<file path="src/rtl/ic_refill_ctrl.sv">
// ic_refill_ctrl: instruction-cache line refill controller with flush abort
module ic_refill_ctrl #(
  parameter int BLOCK_WORDS = 4
) (
  input  logic                          clk,
  input  logic                          reset,
  input  logic                          miss_i,
  input  logic [31:0]                   miss_addr_i,
  input  logic                          flush_i,
  output logic                          mem_req_o,
  output logic [31:0]                   mem_addr_o,
  input  logic                          mem_ack_i,
  input  logic [31:0]                   mem_rdata_i,
  output logic                          fill_we_o,
  output logic [$clog2(BLOCK_WORDS)-1:0] fill_word_o,
  output logic [31:0]                   fill_data_o,
  output logic [31:0]                   fill_line_addr_o,
  output logic                          ic_repl_permit_o,
  output logic                          stall_f_o
);
  localparam int WORD_IDX_W = $clog2(BLOCK_WORDS);
  localparam int OFF = WORD_IDX_W + 2;
  typedef enum logic [1:0] {IDLE, REQ, DRAIN, DONE} state_t;
  state_t r_state, w_next;
  logic [WORD_IDX_W-1:0] r_word_cnt;
  logic [31:0] r_line_base;
  logic w_start, w_ack, w_last;
  assign w_start = (r_state == IDLE) & miss_i & ~flush_i;
  assign mem_req_o = (r_state == REQ) | (r_state == DRAIN);
  assign w_ack = mem_req_o & mem_ack_i;
  assign w_last = r_word_cnt == WORD_IDX_W'(BLOCK_WORDS - 1);
  assign fill_we_o = (r_state == REQ) & w_ack & ~flush_i;
  assign fill_word_o = r_word_cnt;
  assign fill_data_o = mem_rdata_i;
  assign fill_line_addr_o = r_line_base;
  assign mem_addr_o = {r_line_base[31:OFF], r_word_cnt, 2'b00};
  assign ic_repl_permit_o = r_state == DONE;
  // reset gating keeps stall low while reset is held even if a miss is still presented
  assign stall_f_o = ~reset & ((r_state != IDLE) | w_start);
  // state, word counter and captured line base
  always_ff @(posedge clk or posedge reset) begin
    if (reset) begin
      r_state <= IDLE;
      r_word_cnt <= '0;
      r_line_base <= '0;
    end else begin
      r_state <= w_next;
      if (w_start) begin
        r_word_cnt <= '0;
        r_line_base <= {miss_addr_i[31:OFF], {OFF{1'b0}}};
      end else if (fill_we_o) begin
        r_word_cnt <= r_word_cnt + 1'b1;
      end
    end
  end
  // next-state: an outstanding request must drain before returning to idle
  always_comb begin
    w_next = r_state;
    case (r_state)
      IDLE:  w_next = w_start ? REQ : IDLE;
      REQ:   w_next = flush_i ? (w_ack ? IDLE : DRAIN) : (w_ack & w_last ? DONE : REQ);
      DRAIN: w_next = w_ack ? IDLE : DRAIN;
      DONE:  w_next = IDLE;
      default: w_next = IDLE;
    endcase
  end
endmodule

</file>
<file path="config.mk">
export PLATFORM = sky130hd
export DESIGN_NAME = ic_refill_ctrl
export DESIGN_NICKNAME = d
export VERILOG_FILES = /design/src/rtl/ic_refill_ctrl.sv
export SDC_FILE = /design/constraint.sdc
export NUM_CORES = 1
export LEC_CHECK = 0
export ABC_AREA = 1
export ABC_CLOCK_PERIOD_IN_PS = 2800
export BUFFER_PORTS_ARGS = -buffer_cell sky130_fd_sc_hd__buf_2
export CORE_AREA = 10 10 80 82
export CTS_BUF_LIST = sky130_fd_sc_hd__clkbuf_4
export CTS_CLUSTER_SIZE = 40
export DETAILED_ROUTE_END_ITERATION = 12
export DIE_AREA = 0 0 90 92
export PLACE_DENSITY = 0.95
export SLEW_MARGIN = 20
export SYNTH_ARGS = -nofsm -noshare
export SYNTH_HDL_FRONTEND = slang
export SYNTH_SLANG_ARGS = --single-unit
</file>
<file path="constraint.sdc">
create_clock -name clk -period 2.8 [get_ports clk]
set_input_delay 0.28 -clock clk [delete_from_list [all_inputs] [get_ports clk]]
set_output_delay 0.28 -clock clk [all_outputs]
set_load 0.02 [all_outputs]
</file>
==> impl_metrics.csv, run 1 <==
group,metric,value,unit
run_status,status,"finished clean",
global_routing,antenna_found_initial,0,
power_and_ir_drop,p_leak,1.25,nW
timing,slew_viol_final,0,
timing,rsz0062_at_grt,"false",
critical_path,endpoint_kind,"output pin",
logic_synthesis,ys_types,14,
global_routing,grt_remaining_overflow,0,
floorplan,core-area,4910,um^2
power_and_ir_drop,powerDensity,678,nW/um^2
critical_path,r2r-start,"r_state[0]",
timing,hold_viol_final,0,
clocking,cts_made_buffers,5,
floorplan,die_h,92,um
logic_synthesis,yosysWarnings,0,
logic_synthesis,synth-simple-area-share,0.0833,
timing,fin_hold_ws,0.0427,ns
clocking,ctsHoldBuffers,0,
finish,stdcell_area,2050,um^2
clocking,cts.sinks,32,
global_routing,grtUsageTotal,0.104,
timing,finalSetupTns,0,ns
finish,drive_above_1_share,0.475,
logic_synthesis,synth_area_leader_cell,"dfrtp_1",
global_routing,grt_pass1_vias,1486,
timing,finalSetupViolCount,0,
critical_path,cp-start-kind,"flip-flop",
clocking,cts_root_buf,"clkbuf_4",
finish,fill_cells,503,
floorplan,num_io_pins,171,
hold_path,min_path_type,"in -> async",
floorplan,die-width,90,um
global_routing,grt_max_degree,41,
route,routedWlPerCell,13.2,um
logic_synthesis,synth_mux_area_frac,0,
logic_synthesis,synth_edf_count,0,
logic_synthesis,synth-xor-area-share,0,
finish,final_nets,330,
timing,fmax,502,MHz
finish,syn_to_final_growth,4.26,%
logic_synthesis,synthAdderAreaFrac,0.0318,
timing,min_period,1.99,ns
timing,finalWorstSetupSlack,0.806,ns
critical_path,required,2.52,ns
route,first_pass_iters,4,
placed_design,place_ws,1.09,ns
critical_path,cp.arrival,1.71,ns
logic_synthesis,synth_top_family_by_area,"buffers and inverters",
critical_path,regToRegSetupSlack,1.09,ns
logic_synthesis,syn_area_per_cell,8.94,um^2
clocking,post_cts_buffers,0,
timing,period_share,0.712,
power_and_ir_drop,vdd_drop_max,0.233,mV
logic_synthesis,synth_common_cells,"buf_4 (69), inv_1 (35), nand2_1 (34), dfrtp_1 (32), o21ai_2 (16)",
logic_synthesis,synth_most_common_cell,"buf_4",
route,drt_iter0_drc,55,
logic_synthesis,synth_area,1970,um^2
route,via_per_inst,4.07,
critical_path,worstSetupStartpoint,"r_state[0]",
logic_synthesis,async_flop_share,1.00,
logic_synthesis,synth_flop_cell,"dfrtp_1",
critical_path,timing.rr.end,"fill_line_addr_o[18]",
logic_synthesis,synth-seq-area-share,0.407,
route,vias,1332,
critical_path,criticalPathCategory,"reg -> out",
clocking,cts_tree,"yes",
critical_path,crit_end,"stall_f_o",
critical_path,worst_r2r_path_depth,6,
clocking,cts-resized-gates,0,
clocking,clk_latency,0.32,ns
placed_design,portBuffers,96,
floorplan,start_util,0.400,
placed_design,gp_congestion,0.685,
clocking,cts_buffer_depth,2,
floorplan,std_cell_rows,26,
route,antenna_left,0,
logic_synthesis,synth.area.top_cells,"dfrtp_1 (41%), buf_4 (26%), o21ai_2 (7.1%), inv_1 (6.7%), nand2_1 (6.5%)",
placed_design,place_hpwl,3570,um
finish,fin_util,0.417,
logic_synthesis,synth-compound-area-share,0.117,
global_routing,grt_pass1_wl,7210,um
clocking,htreeDepth,2,
route,drc_errors,0,
logic_synthesis,synth.ff_latch_count,32,
logic_synthesis,synth_top_area_frac,0.407,
critical_path,worst-path-max-fanout,22,
route,wirelength,4330,um
finish,diodes,0,
logic_synthesis,syn_inst,220,
floorplan,dieArea,8280,um^2
timing,clock_skew,0.00494,ns
flow_run,maxCapViolations,0,
clocking,clk_pin_slew_worst_paths,0.10,ns
placed_design,place_area,1990,um^2
[through the flow]
step	total power [mW]	instances
final	1.39	327
after global routing	1.49	327
after CTS	1.42	327
after detailed placement	1.15	319
after global placement	1.14	319
after floorplan	1.12	225
[worst min path at each step]
stage,startpoint,end,slack (ns),cells past startpoint
after floorplan,reset,fill_line_addr_o[10],0.40,1
after global placement,reset,fill_line_addr_o[18],0.40,3
after detailed placement,reset,fill_word_o[0],0.40,3
after CTS,reset,fill_line_addr_o[26],0.03,3
after global routing,reset,fill_line_addr_o[25],0.08,3
final,reset,fill_line_addr_o[25],0.04,3
[cell families after synthesis]
group,after synthesis
flip-flops,32
AND/OR/NAND/NOR,39
adder cells (fa/ha/maj),5
AO/OA/AOI/OAI,34
other,1
buffers and inverters,109
[sequential cells by signal (all words and copies together), names as in the netlist]
signal            count
fill_word_o           2
r_state               2
fill_line_addr_o     28
[critical path: stages, from the launching register on]
cell     delay [ns]
dfrtp_1        0.41
inv_1          0.09
ha_1           0.26
nand3_4        0.27
a21oi_1        0.20
buf_2          0.18
[layer usage]
| layer | up-vias | wire length, um | share of wire | GRT usage |
|---|---|---|---|---|
| li1 | 665 | - | - | - |
| met1 | 577 | 1540 | 0.36 | 0.102 |
| met2 | 69 | 2170 | 0.50 | 0.175 |
| met3 | 21 | 464 | 0.11 | 0.0497 |
| met4 | 0 | 151 | 0.035 | 0.0650 |
| met5 | - | 0 | 0 | 0 |
[layout make-up]
cell class | instances | area (um^2) | area share
inverters | 35 | 131 | 0.0641
clock buffers | 7 | 52.6 | 0.0256
clock inverters | 1 | 3.75 | 0.00183
repair buffers | 98 | 495 | 0.242
well taps | 70 | 87.6 | 0.0427
flip-flops and latches | 32 | 801 | 0.390
multi-input cells | 84 | 479 | 0.234
[where the power goes]
group / internal (mW) / switching (mW) / total [mW] / leakage, nW
clock network: 0.116 / 0.146 / 0.262 / 0.0338
logic: 0.173 / 0.363 / 0.536 / 0.815
registers: 0.539 / 0.0541 / 0.593 / 0.402
total: 0.828 / 0.563 / 1.39 / 1.25
[layout by cell type (no fill, tap or decap)]
| cell | netlist | final |
|---|---|---|
| buf_2 | 0 | 96 |
| inv_1 | 35 | 35 |
| nand2_1 | 34 | 34 |
| dfrtp_1 | 32 | 32 |
| o21ai_2 | 16 | 16 |
| o21ai_1 | 12 | 12 |
| clkbuf_4 | 0 | 7 |
| conb_1 | 1 | 6 |
| ha_1 | 5 | 5 |
| o21ai_0 | 4 | 4 |
| nand3_1 | 3 | 3 |
| a21oi_1 | 2 | 2 |
| buf_4 | 69 | 2 |
| nand3_4 | 1 | 1 |
| nor2_1 | 1 | 1 |
| clkinv_1 | 0 | 1 |
(Power assumes the default switching activity.)
==> run 2, diff against run 1 <==
Settings changed: ABC_CLOCK_PERIOD_IN_PS 2800 to 1700, CORE_AREA 10 10 80 82 to 10 10 86 88, DIE_AREA 0 0 90 92 to 0 0 96 98, PLACE_DENSITY 0.95 to 0.89.
Clock period 2.8 ns to 1.7 ns, I/O delays scaled along.
==> run 2 against run 1 <==
Setup slack worse by 0.71 ns. Global-route usage down 1.1 points. Final cell count up 3.1%. Cell area up 3.6%. Hold slack better by 0.025 ns. Core utilization down 4.8 points. Largest power group unchanged. Via count up 1.8%. Sequential share of layout area down 1.4 points. Sequential power up 65%. Critical path type unchanged. Total power up 67%. Clock skew up 0.0012 ns. Register-to-register slack worse by 0.78 ns.
==> impl_metrics.csv, run 2 (synthesis gave the netlist of run 1 again) <==
group,metric,value,unit
finish,final_nets,334,
power_and_ir_drop,seqPwrFrac,0.421,
power_and_ir_drop,p_comb_frac,0.392,
finish,syn_to_final_growth,8.02,%
critical_path,criticalPathCategory,"reg -> out",
placed_design,gp_congestion,0.781,
timing,fmax,624,MHz
global_routing,antenna_found_initial,1,
finish,regArea,801,um^2
finish,final_common_cell,"buf_2",
timing,finalSetupTns,0,ns
route,antenna_left,0,
power_and_ir_drop,p_clk_frac,0.188,
floorplan,num_io_pins,171,
clocking,cts_root_buf,"clkbuf_4",
finish,largest_register_ff_count,28,
power_and_ir_drop,vdd_drop_max,0.363,mV
timing,finalSetupViolCount,0,
critical_path,cp.arrival,1.43,ns
clocking,cts_tree,"yes",
timing,hold_viol_final,0,
placed_design,place_area,2020,um^2
critical_path,cp_cell_sequence,"inv_1, ha_4, nand3_4, a21oi_1, buf_2",
flow_run,maxCapViolations,0,
floorplan,die_h,98,um
clocking,clk_pin_slew_worst_paths,0.10,ns
route,first_pass_iters,4,
timing,slew_viol_final,0,
floorplan,core-area,5750,um^2
critical_path,path_buf_inv,2,
global_routing,grt_pass1_vias,1360,
clocking,cts.sinks,32,
power_and_ir_drop,switching_share,0.406,
finish,final_cell_mix,"buf_2 (95), inv_1 (34), nand2_1 (33)",
hold_path,whs_path_depth,3,
global_routing,grt_remaining_overflow,0,
timing,slew_headroom,0.629,
floorplan,dieArea,9410,um^2
critical_path,slowest_stage,"dfrtp_1",
placed_design,place_hpwl,3680,um
power_and_ir_drop,p_sw,941,uW
timing,rsz0062_at_grt,"false",
finish,stdcell_area,2120,um^2
floorplan,std_cell_rows,28,
critical_path,required,1.53,ns
clocking,cts_made_buffers,5,
power_and_ir_drop,p_leak,1.28,nW
global_routing,grt_max_degree,41,
finish,fill_cells,596,
clocking,cts_buffer_depth,2,
timing,worstMarginPinSlew,0.555,ns
power_and_ir_drop,power,2.32,mW
floorplan,start_util,0.342,
route,routedWlPerCell,13.5,um
critical_path,cp_num_cells,5,
route,vias,1356,
finish,drive_above_1_share,0.494,
finish,multi_input_area,497,um^2
critical_path,cp-start-kind,"flip-flop",
clocking,htreeDepth,2,
route,wirelength,4540,um
global_routing,grt_pass1_wl,7040,um
route,drt_iter0_drc,24,
critical_path,crit_family,"flip-flops",
route,drc_errors,0,
timing,min_period,1.60,ns
floorplan,die-width,96,um
timing,clock_skew,0.00616,ns
critical_path,worst-path-max-fanout,4,
critical_path,worst_r2r_path_depth,6,
power_and_ir_drop,internal_power,1.38,mW
hold_path,min_path_type,"in -> reg",
power_and_ir_drop,powerDensity,1090,nW/um^2
run_status,status,"finished clean",
timing,period_share,0.942,
placed_design,portBuffers,96,
global_routing,grtUsageTotal,0.0932,
critical_path,endpoint_kind,"output pin",
clocking,clk_latency,0.32,ns
route,via_per_inst,4.02,
critical_path,cpPeakStageDelay,0.39,ns
-- run 2: layer usage --
| metal | global-route usage | share of wire | up-vias | wire [um] |
|---|---|---|---|---|
| met2 | 0.161 | 0.49 | 76 | 2220 |
| met1 | 0.0886 | 0.34 | 595 | 1540 |
| met3 | 0.0521 | 0.15 | 15 | 692 |
| met5 | 0 | 0 | - | 0 |
| met4 | 0.0375 | 0.019 | 0 | 84 |
| li1 | - | - | 670 | - |
-- run 2: worst register-to-register path, cell delays in order, from the launching register on --
cell     delay [ns]
dfrtp_1        0.39
inv_2          0.07
ha_4           0.18
nand3_4        0.08
buf_4          0.38
nand2_1        0.15
o21ai_2        0.08
-- run 2: worst paths after layout --
kind	start	to	slack [ns]
worst max register to register	r_state[1]	fill_line_addr_o[23]	0.31
max in group asynchronous	reset	fill_line_addr_o[25]	0.74
worst min register to register	fill_line_addr_o[24]	fill_line_addr_o[24]	0.50
worst max-delay path	r_state[0]	stall_f_o	0.1
worst min-delay path	miss_addr_i[9]	fill_line_addr_o[9]	0.07
min in group asynchronous	reset	fill_word_o[1]	0.46
-- run 2: power by group through the flow --
stage / Sequential [mW] / Combinational [mW] / Clock, mW
after floorplan: 1.15 / 0.698 / 0
after detailed placement: 0.993 / 0.912 / 0
final: 0.976 / 0.909 / 0.435
after CTS: 0.978 / 0.920 / 0.469
after global routing: 1.00 / 0.978 / 0.509
after global placement: 0.987 / 0.894 / 0
-- run 2: cell type report --
cell class,instances,area share
Timing Repair Buffer,102,0.256
Antenna cell,1,0.00118
Clock buffer,7,0.0247
Multi-Input combinational cell,84,0.234
Inverter,35,0.0618
Tap cell,75,0.0442
Sequential cell,32,0.377
Clock inverter,1,0.00177
-- run 2: metrics by stage --
step / worst slack, ns / util / instances / hold slack (ns)
global route: 0.00759 / 0.369 / 336 / 0.0405
global placement: 0.267 / 0.352 / 325 / 0.254
detailed placement: 0.193 / 0.352 / 325 / 0.253
CTS: -0.00500 / 0.367 / 336 / 0.0448
floorplan: 0.122 / - / 225 / 0.286
finish: 0.0986 / 0.370 / 337 / 0.0675
-- run 2: timing repair --
action                                  in CTS  in global routing
endpoints found under the hold margin       12                  0
pin swaps                                    1                  0
gates cloned                                 0                  0
buffers inserted                             2                  0
gates resized for setup                      2                  4
hold buffers                                 1                  0
endpoints found under the setup margin       2                  2
